**config.mk**
```make
export PLATFORM = sky130hd
export DESIGN_NAME = instr_fetch_unit
export DESIGN_NICKNAME = d
export VERILOG_FILES = /design/src/rtl/instr_fetch_unit.sv
export SDC_FILE = /design/constraint.sdc
export NUM_CORES = 1
export LEC_CHECK = 0
export CAP_MARGIN = 20
export CORE_MARGIN = 3
export CORE_UTILIZATION = 55
export CTS_BUF_LIST = sky130_fd_sc_hd__clkbuf_8
export CTS_CLUSTER_DIAMETER = 30
export DETAILED_ROUTE_END_ITERATION = 10
export PLACE_DENSITY = 0.82
export SLEW_MARGIN = 20
export SYNTH_ARGS = -nofsm -noshare
export SYNTH_HDL_FRONTEND = slang
export SYNTH_SLANG_ARGS = --single-unit
```
**constraint.sdc**
```tcl
create_clock -name Clk -period 3.15 [get_ports Clk]
set_input_delay 0.4725 -clock Clk [delete_from_list [all_inputs] [get_ports Clk]]
set_output_delay 0.4725 -clock Clk [all_outputs]
set_load 0.02 [all_outputs]
```
**src/rtl/instr_fetch_unit.sv**
```systemverilog
// Fetch stage: owns the PC, latches IR/NPC one cycle after FetchReq, computes next PC on UpdatePC.
// Turnaround IDLE->FETCH->HOLD->IDLE is 3 cycles; FetchReq/UpdatePC outside IDLE/HOLD are dropped, HALT is sticky.
module instr_fetch_unit #(
  parameter int unsigned         PC_WIDTH    = 32,
  parameter logic [PC_WIDTH-1:0] RESET_PC    = '0,
  parameter logic [PC_WIDTH-1:0] PROG_LENGTH = 26
) (
  input  logic                Clk,
  input  logic                Rst_n,
  input  logic                FetchReq,
  input  logic [PC_WIDTH-1:0] Instruction,
  input  logic                UpdatePC,
  input  logic                BranchTaken,
  output logic [PC_WIDTH-1:0] PC,
  output logic [PC_WIDTH-1:0] IR,
  output logic [PC_WIDTH-1:0] NPC,
  output logic                IRValid,
  output logic                Halted
);

  typedef enum logic [1:0] {
    IDLE  = 2'd0,
    FETCH = 2'd1,
    HOLD  = 2'd2,
    HALT  = 2'd3
  } state_t;

  localparam logic [5:0] OP_J = 6'b000001;

  state_t              state_q, state_d;
  logic [PC_WIDTH-1:0] pc_q, pc_d;
  logic [PC_WIDTH-1:0] ir_q, ir_d;
  logic [PC_WIDTH-1:0] npc_q, npc_d;

  logic [5:0]          opcode;
  logic [PC_WIDTH-1:0] jmp_off;
  logic [PC_WIDTH-1:0] br_off;
  logic [PC_WIDTH-1:0] target_pc;

  assign opcode  = ir_q[PC_WIDTH-1 -: 6];
  assign jmp_off = {{(PC_WIDTH-26){ir_q[25]}}, ir_q[25:0]};
  assign br_off  = {{(PC_WIDTH-16){ir_q[15]}}, ir_q[15:0]};

  // Jump wins over branch; BranchTaken only matters for the 1000xx compare opcodes.
  always_comb begin
    target_pc = npc_q;
    if (opcode == OP_J) begin
      target_pc = npc_q + jmp_off;
    end else if ((opcode[5:2] == 4'b1000) && BranchTaken) begin
      target_pc = npc_q + br_off;
    end
  end

  always_comb begin
    state_d = state_q;
    pc_d    = pc_q;
    ir_d    = ir_q;
    npc_d   = npc_q;
    case (state_q)
      IDLE: begin
        if (FetchReq) begin
          state_d = (pc_q > PROG_LENGTH) ? HALT : FETCH;
        end
      end
      FETCH: begin
        ir_d    = Instruction;
        npc_d   = pc_q + PC_WIDTH'(1);
        state_d = HOLD;
      end
      HOLD: begin
        if (UpdatePC) begin
          pc_d    = target_pc;
          state_d = IDLE;
        end
      end
      HALT: begin
        state_d = HALT;
      end
      default: begin
        state_d = IDLE;
      end
    endcase
  end

  always_ff @(posedge Clk or negedge Rst_n) begin
    if (!Rst_n) begin
      state_q <= IDLE;
      pc_q    <= RESET_PC;
      ir_q    <= '0;
      npc_q   <= '0;
    end else begin
      state_q <= state_d;
      pc_q    <= pc_d;
      ir_q    <= ir_d;
      npc_q   <= npc_d;
    end
  end

  assign PC      = pc_q;
  assign IR      = ir_q;
  assign NPC     = npc_q;
  assign IRValid = (state_q == HOLD);
  assign Halted  = (state_q == HALT);

endmodule

```
# [Yosys cells after proc, flatten, opt, wreduce, memory -nomap -nowiden]
# Cells that the tools add are included.
[op_classes] addsub=3 n_lt_le_gt_ge=1 n_eq_ne=7 n_mux=6 reduce_logical=4
[ops] operator="adder 32 bit" count=2
[ops] operator="2-to-1 mux 32 bit" count=2
[ops] operator="adder 32 x 1 -> 32 bit (second input constant)" count=1
[ops] operator="greater-than comparator 32 x 5 -> 1 bit (second input constant)" count=1
[ops] operator="case mux 2 bit (4 select lines)" count=1
[ops] operator="equality test 6 x 1 -> 1 bit (second input constant)" count=1
[ops] operator="2-to-1 mux 2 bit" count=3
[ops] operator="equality test 2 bit (second input constant)" count=2
[ops] operator="equality test 4 bit (second input constant)" count=1
[ops] operator="!= test 2 bit (second input constant)" count=2
[ops] operator="AND reduction 2 bit" count=2
[ops] operator="equality test 2 x 1 -> 1 bit (second input constant)" count=1
[ops] operator="zero test 2 bit" count=1
[ops] operator="logical AND 1 bit" count=1
[word_totals] reg_bits=98 inputBits=37 out_inout_bits=98 wordCells=25

# [Logic depth before layout (Yosys ltp)]
# Gate-level depths: netlist of the first run.
[depth] word_depth=4 ltp_mapped=11 ltp_nobuf=11

# [Worst setup path before layout of the first run]
# Ideal clock, no wire load.
[synth_path] kind="register to register" start="reg ir_q[15] (netlist: IR[15])" end="reg pc_q[30] (netlist: PC[30])" setup_time_ns=0.082 arrival_time_ns=2.794 required_time_ns=3.068 path_slack_ns=0.274 stages_incl_launch_ff=11 path_buffers=0 period_less_slack_ns=2.876 path_cell_list="dfrtp_1 > ha_1 > a21oi_1 > o21ai_0 > a2111oi_0 > nand2_1 > o21ai_0 > o21ai_0 > xor2_1 > nand2_1 > a22oi_2"
[synth_between] elab_chain_len=3 word_cells_on_any_way=4 classes_between="add/sub (2); mux (2)"
[synth_lines] item="from (decl)" line_no="32" source="logic [PC_WIDTH-1:0] ir_q, ir_d;"
[synth_lines] item="from (signal assigned)" line_no="94" source="ir_q <= ir_d;"
[synth_lines] item="adder 32 bit" line_no="50" source="target_pc = npc_q + br_off;"
[synth_lines] item="2-to-1 mux 32 bit" line_no="49" source="end else if ((opcode[5:2] == 4'b1000) && BranchTaken) begin"
[synth_lines] item="2-to-1 mux 32 bit (*)" line_no="47" source="if (opcode == OP_J) begin"
[synth_lines] item="to (signal assigned)" line_no="93" source="pc_q <= pc_d;"
[synth_lines] item="to (decl)" line_no="31" source="logic [PC_WIDTH-1:0] pc_q, pc_d;"
# Mark *: on every way between the ends. The rest lies on a longest branch, timed or not.
# A chain may end at the register's enable or synchronous reset.

# [Final worst setup path of the first run]
[layout_path] start="reg ir_q[15] (netlist: IR[15])" end="reg pc_q[31] (netlist: PC[31])"
# Same word-level chain as after synthesis.

==> flow_summary.yaml, run 1 <==
cells_and_area:
  nNetsFinal: 1060
  diodes: 0
  nFillCells: 1058
  area_delta_synth_final_pct: 25.5
  drive_above_1_share_pct: 13.0
synthesis:
  synth_common_cells: "dfrtp_1 (98), a21oi_1 (95), nor2_1 (82)"
  synth_nets: 922
  avgSynthCellArea_um2: 8.81
  synthCells: 832
  ys_ff_latch: 98
  synth.distinct_cells: 70
  synthArstFlopShare_pct: 100
  synth_edf_count: 0
  yosys.area.top_type: "dfrtp_1"
  synth_top_flop_cell: "dfrtp_1"
  netlist_area_um2: 7330
  synthTopCellsByArea: "dfrtp_1 (33%), ha_1 (8.9%), a21oi_1 (6.5%), mux2_2 (5.1%), xnor2_1 (5.0%)"
  yosysWarnings: 0
  yosys.area.top_type_share_pct: 33.4
  ys_seq_area_share_pct: 33.4
  synth.most_common_cell: "dfrtp_1"
sta:
  fin_hold_ws_ps: 90.2
  worst_pin_slew_ps: 945
  fin_crit_ps: 3050
  slew_viol_final: 0
  skew_ps: 19.4
  setup_viol: 0
  finalCritPeriodShare_pct: 96.7
  max_freq_mhz: 328
  finalHoldViolations: 0
  relSlewSlack_pct: 37.0
clock_tree:
  htreeDepth: 3
  numCtsBuffers: 9
  root_buffer: "clkbuf_8"
  cts_sinks: 98
  clk_pin_slew_ps: 100
  cts_tree: "done"
  insertion_delay_ps: 400
  cts_buffer_depth: 2
critical_path:
  rr_startpoint: "IR[15]"
  cp-end-kind: "flop"
  reg2reg_to: "PC[31]"
  cp-startpoint: "IR[15]"
  slowest_stage: "dfrtp_1"
  slowest_delay_ps: 510
  cp-endpoint: "PC[31]"
  crit_type: "reg -> reg"
  r2r_slack_ps: 100
  reg2reg_depth: 10
  crit_fanout: 11
  start_kind: "flop"
  crit_arrival_ps: 3320
  worstPathCellList: "buf_4 > ha_1 > nand3_1 > or3_1 > inv_1 > o2111ai_1 > a211o_1 > and3_1 > o211ai_1 > o211ai_1"
  crit_path_frequent_cell: "o211ai_1"
  critPathRequiredTime_ps: 3420
detailed_routing:
  viasPerCell: 6.09
  wl_per_cell_um: 20.1
  dr.pass1.iters: 5
  vias: 6988
  drtIter0Drc: 796
  antenna_left: 0
  drc_errors: 0
  routed_wl_um: 23100
grt:
  grt_usage_pct: 32.0
  grt_max_degree: 80
  grt_pass1_vias: 6613
  grt_antenna_before_repair: 1
  overflow: 0
  grt_pass1_wl_um: 36600
placed_design:
  gp_congestion: 0.978
  io_buffers: 134
  hpwl_um: 17300
run_status:
  status: "complete, no violations"
flow_run:
  cap_violations: 0
die:
  coreArea_um2: 12800
  start_util_pct: 57.2
  num_rows: 41
  dieWidth_um: 121
  ios: 135
  dieArea_um2: 14800
  fp.dieH_um: 121
worst_hold_path:
  min_path_type: "in -> async"
## cells by family after synthesis
kind of cell | share of synthesized area, %
DFF | 33.4
buffers and inverters | 4.42
muxes | 6.04
and+or+nand+nor | 15.7
adders and majority gates | 9.15
AOI/OAI and AO/OA | 22.6
xor gates and xnor gates | 8.60
## routing by layer
metal,GRT usage [%],routed length (µm),up-vias
met2,46.1,9950,362
met4,8.61,514,2
met5,0,8,-
met3,9.88,2560,51
met1,46.7,10000,3287
li1,-,-,3286
## flip-flops by register name, indices dropped and copies added (netlist names)
name     count
PC          32
NPC         32
state_q      2
IR          32
## placed cells by master (no fill, tap or decap), drive strengths merged, types with 6 or more instances in the layout
| cell type | instances |
|---|---|
| a211oi | 7 |
| a21o | 27 |
| a21oi | 97 |
| a31oi | 9 |
| and3 | 13 |
| buf | 38 |
| clkbuf | 11 |
| clkdlybuf4s50 | 133 |
| dfrtp | 98 |
| ha | 52 |
| inv | 24 |
| mux2 | 34 |
| mux2i | 6 |
| nand2 | 77 |
| nand3 | 23 |
| nand4 | 20 |
| nor2 | 82 |
| nor3 | 11 |
| nor4 | 9 |
| o211ai | 10 |
| o21ai | 55 |
| o21bai | 10 |
| xnor2 | 42 |
| xor2 | 30 |
## layout make-up
| type | count | area [µm²] | share of cell area, % |
|---|---|---|---|
| Multi-Input combinational cell | 668 | 4620 | 50.2 |
| Sequential cell | 98 | 2450 | 26.7 |
| Timing Repair Buffer | 171 | 1640 | 17.8 |
| Tap cell | 172 | 215 | 2.34 |
| Clock buffer | 11 | 151 | 1.65 |
| Inverter | 22 | 82.6 | 0.898 |
| Clock inverter | 5 | 37.5 | 0.408 |
## critical path: cells and delay by family, from the launching register on
kind | cells | cell delay (ps)
AO/OA/AOI/OAI | 4 | 910
buffers and inverters | 2 | 330
adder cells (fa/ha/maj) | 1 | 420
AND/OR/NAND/NOR | 3 | 750
flip-flops | 1 | 510
## metrics by stage
stage | setup TNS (ps) | utilization (%) | cells | setup slack (ps) | instance area [µm²]
finish | 0 | 71.7 | 1147 | 103 | 9200
floorplan | 0 | - | 832 | 274 | 7330
detailed placement | 0 | 69.8 | 1129 | 92.6 | 8950
CTS | 0 | 71.2 | 1145 | 55.3 | 9140
global route | -31.9 | 71.7 | 1147 | -31.9 | 9200
global placement | 0 | 69.8 | 1129 | 180 | 8950
## worst min-delay path by stage
stage | start | endpoint | slack, ps | cells after the start
final | Rst_n | NPC[11] | 90 | 1
after global routing | Rst_n | NPC[11] | 120 | 1
after CTS | Rst_n | PC[11] | 110 | 1
after detailed placement | IR[30] | IR[30] | 520 | 1
after global placement | IR[30] | IR[30] | 520 | 1
after floorplan | Rst_n | IR[0] | 180 | 0
## what timing repair did
item / in CTS / in global routing
hold buffers: 0 / 0
setup endpoints to repair: 0 / 10
setup buffers: 0 / 2
resized for setup: 0 / 17
Power of run 1 is not shown: default switching activity piles up to over one toggle a cycle in this logic, so the estimate is an artifact.
==> run 2, diff against run 1 <==
Settings changed: CTS_BUF_LIST sky130_fd_sc_hd__clkbuf_8 to sky130_fd_sc_hd__clkbuf_4.
Clock period 3.15 ns to 3.5 ns, I/O delays scaled along.
==> flow_summary.yaml, run 2 (synthesis gave the netlist of run 1 again) <==
run_status:
  status: "complete, no violations"
clock_tree:
  numCtsBuffers: 9
  cts_hold_buf: 0
  htreeDepth: 3
  cts_sinks: 98
  clk_pin_slew_ps: 180
  cts_tree: "done"
  post_cts_buffers: 0
  root_buffer: "clkbuf_4"
  insertion_delay_ps: 500
  cts_buffer_depth: 2
  cts_resized: 0
sta:
  finalCritPeriodShare_pct: 90.6
  setup_tns_ps: 0
  rsz0062_at_grt: "false"
  worst_pin_slew_ps: 953
  skew_ps: 21.5
  finalHoldViolations: 0
  relSlewSlack_pct: 36.5
  setup_viol: 0
  slew_viol_final: 0
  max_freq_mhz: 315
  fin_crit_ps: 3170
detailed_routing:
  viasPerCell: 6.08
  routed_wl_um: 21900
  drc_errors: 0
  antenna_left: 0
  drtIter0Drc: 717
  dr.pass1.iters: 8
  vias: 6847
  wl_per_cell_um: 19.4
critical_path:
  cp-end-kind: "flop"
  r2r_slack_ps: 330
  cp-startpoint: "IR[15]"
  reg2reg_to: "PC[31]"
  start_kind: "flop"
  critPathRequiredTime_ps: 3890
  crit_type: "reg -> reg"
  rr_startpoint: "IR[15]"
  reg2reg_depth: 10
  crit_fanout: 12
  crit_arrival_ps: 3560
die:
  dieArea_um2: 14800
  ios: 135
  coreArea_um2: 12800
  fp.dieH_um: 121
  dieWidth_um: 121
  start_util_pct: 57.2
  num_rows: 41
grt:
  grt_pass1_vias: 6518
  grt_antenna_before_repair: 1
  overflow: 0
  grt_util_met2_pct: 45.4
  grt_usage_pct: 30.3
  met3_usage_pct: 5.50
  grt.busiest_layer: "met2"
  grt_max_degree: 81
  grt_util_met1_pct: 44.3
  grt_pass1_wl_um: 34900
cells_and_area:
  drive_above_1_share_pct: 9.76
  nNetsFinal: 1038
  layout_commonest_cell: "clkdlybuf4s50_1"
  final_area_um2: 8960
  area_delta_synth_final_pct: 22.2
  final_cell_mix: "clkdlybuf4s50_1 (133), dfrtp_1 (98), a21oi_1 (95)"
worst_hold_path:
  min_path_type: "in -> async"
placed_design:
  dpl_cell_area_um2: 8780
  hpwl_um: 16600
  io_buffers: 134
  gp_congestion: 0.975
flow_run:
  cap_violations: 0
==> run 2: layer usage <==
layer  vias up  part of all wire, %
met4         0                  2.1
li1       3245                    -
met1      3268                   45
met2       296                   44
met5         -                    0
met3        38                  8.5
==> run 2: cell type report <==
| cell class | instances | area [µm²] |
|---|---|---|
| clock buffers | 9 | 67.6 |
| clock inverters | 7 | 108 |
| diodes | 1 | 2.50 |
| flip-flops and latches | 98 | 2450 |
| well taps | 172 | 215 |
| repair buffers | 149 | 1460 |
| fillers | 1063 | 3860 |
| multi-input cells | 668 | 4570 |
| inverters | 22 | 82.6 |
==> run 2: worst max-delay path, stage by stage (launching register included) <==
cell and delay [ps]:
dfrtp_1 610, buf_4 280, ha_1 440, nand2_1 160, or3_1 440, inv_1 80
o2111ai_1 190, a211o_1 370, and3_1 170, o211ai_1 200, o211ai_1 110
==> run 2: worst max path at each step <==
stage	endpoint	slack (ps)	cells past startpoint
finish	PC[31]	330	10
global route	PC[30]	90	10
CTS	PC[26]	360	11
detailed placement	PC[26]	380	11
global placement	PC[30]	420	10
floorplan	PC[30]	620	10
==> run 2: stage by stage <==
step | hold WS, ps | setup WS (ps) | utilization [%] | cells
final | 19.0 | 327 | 69.9 | 1126
after detailed placement | 530 | 377 | 68.5 | 1109
after global placement | 522 | 422 | 68.5 | 1109
after CTS | 33.5 | 359 | 69.9 | 1125
after global routing | 53.9 | 90.1 | 69.9 | 1126
after floorplan | 229 | 624 | - | 832
Power of run 2 is left out for the same reason.
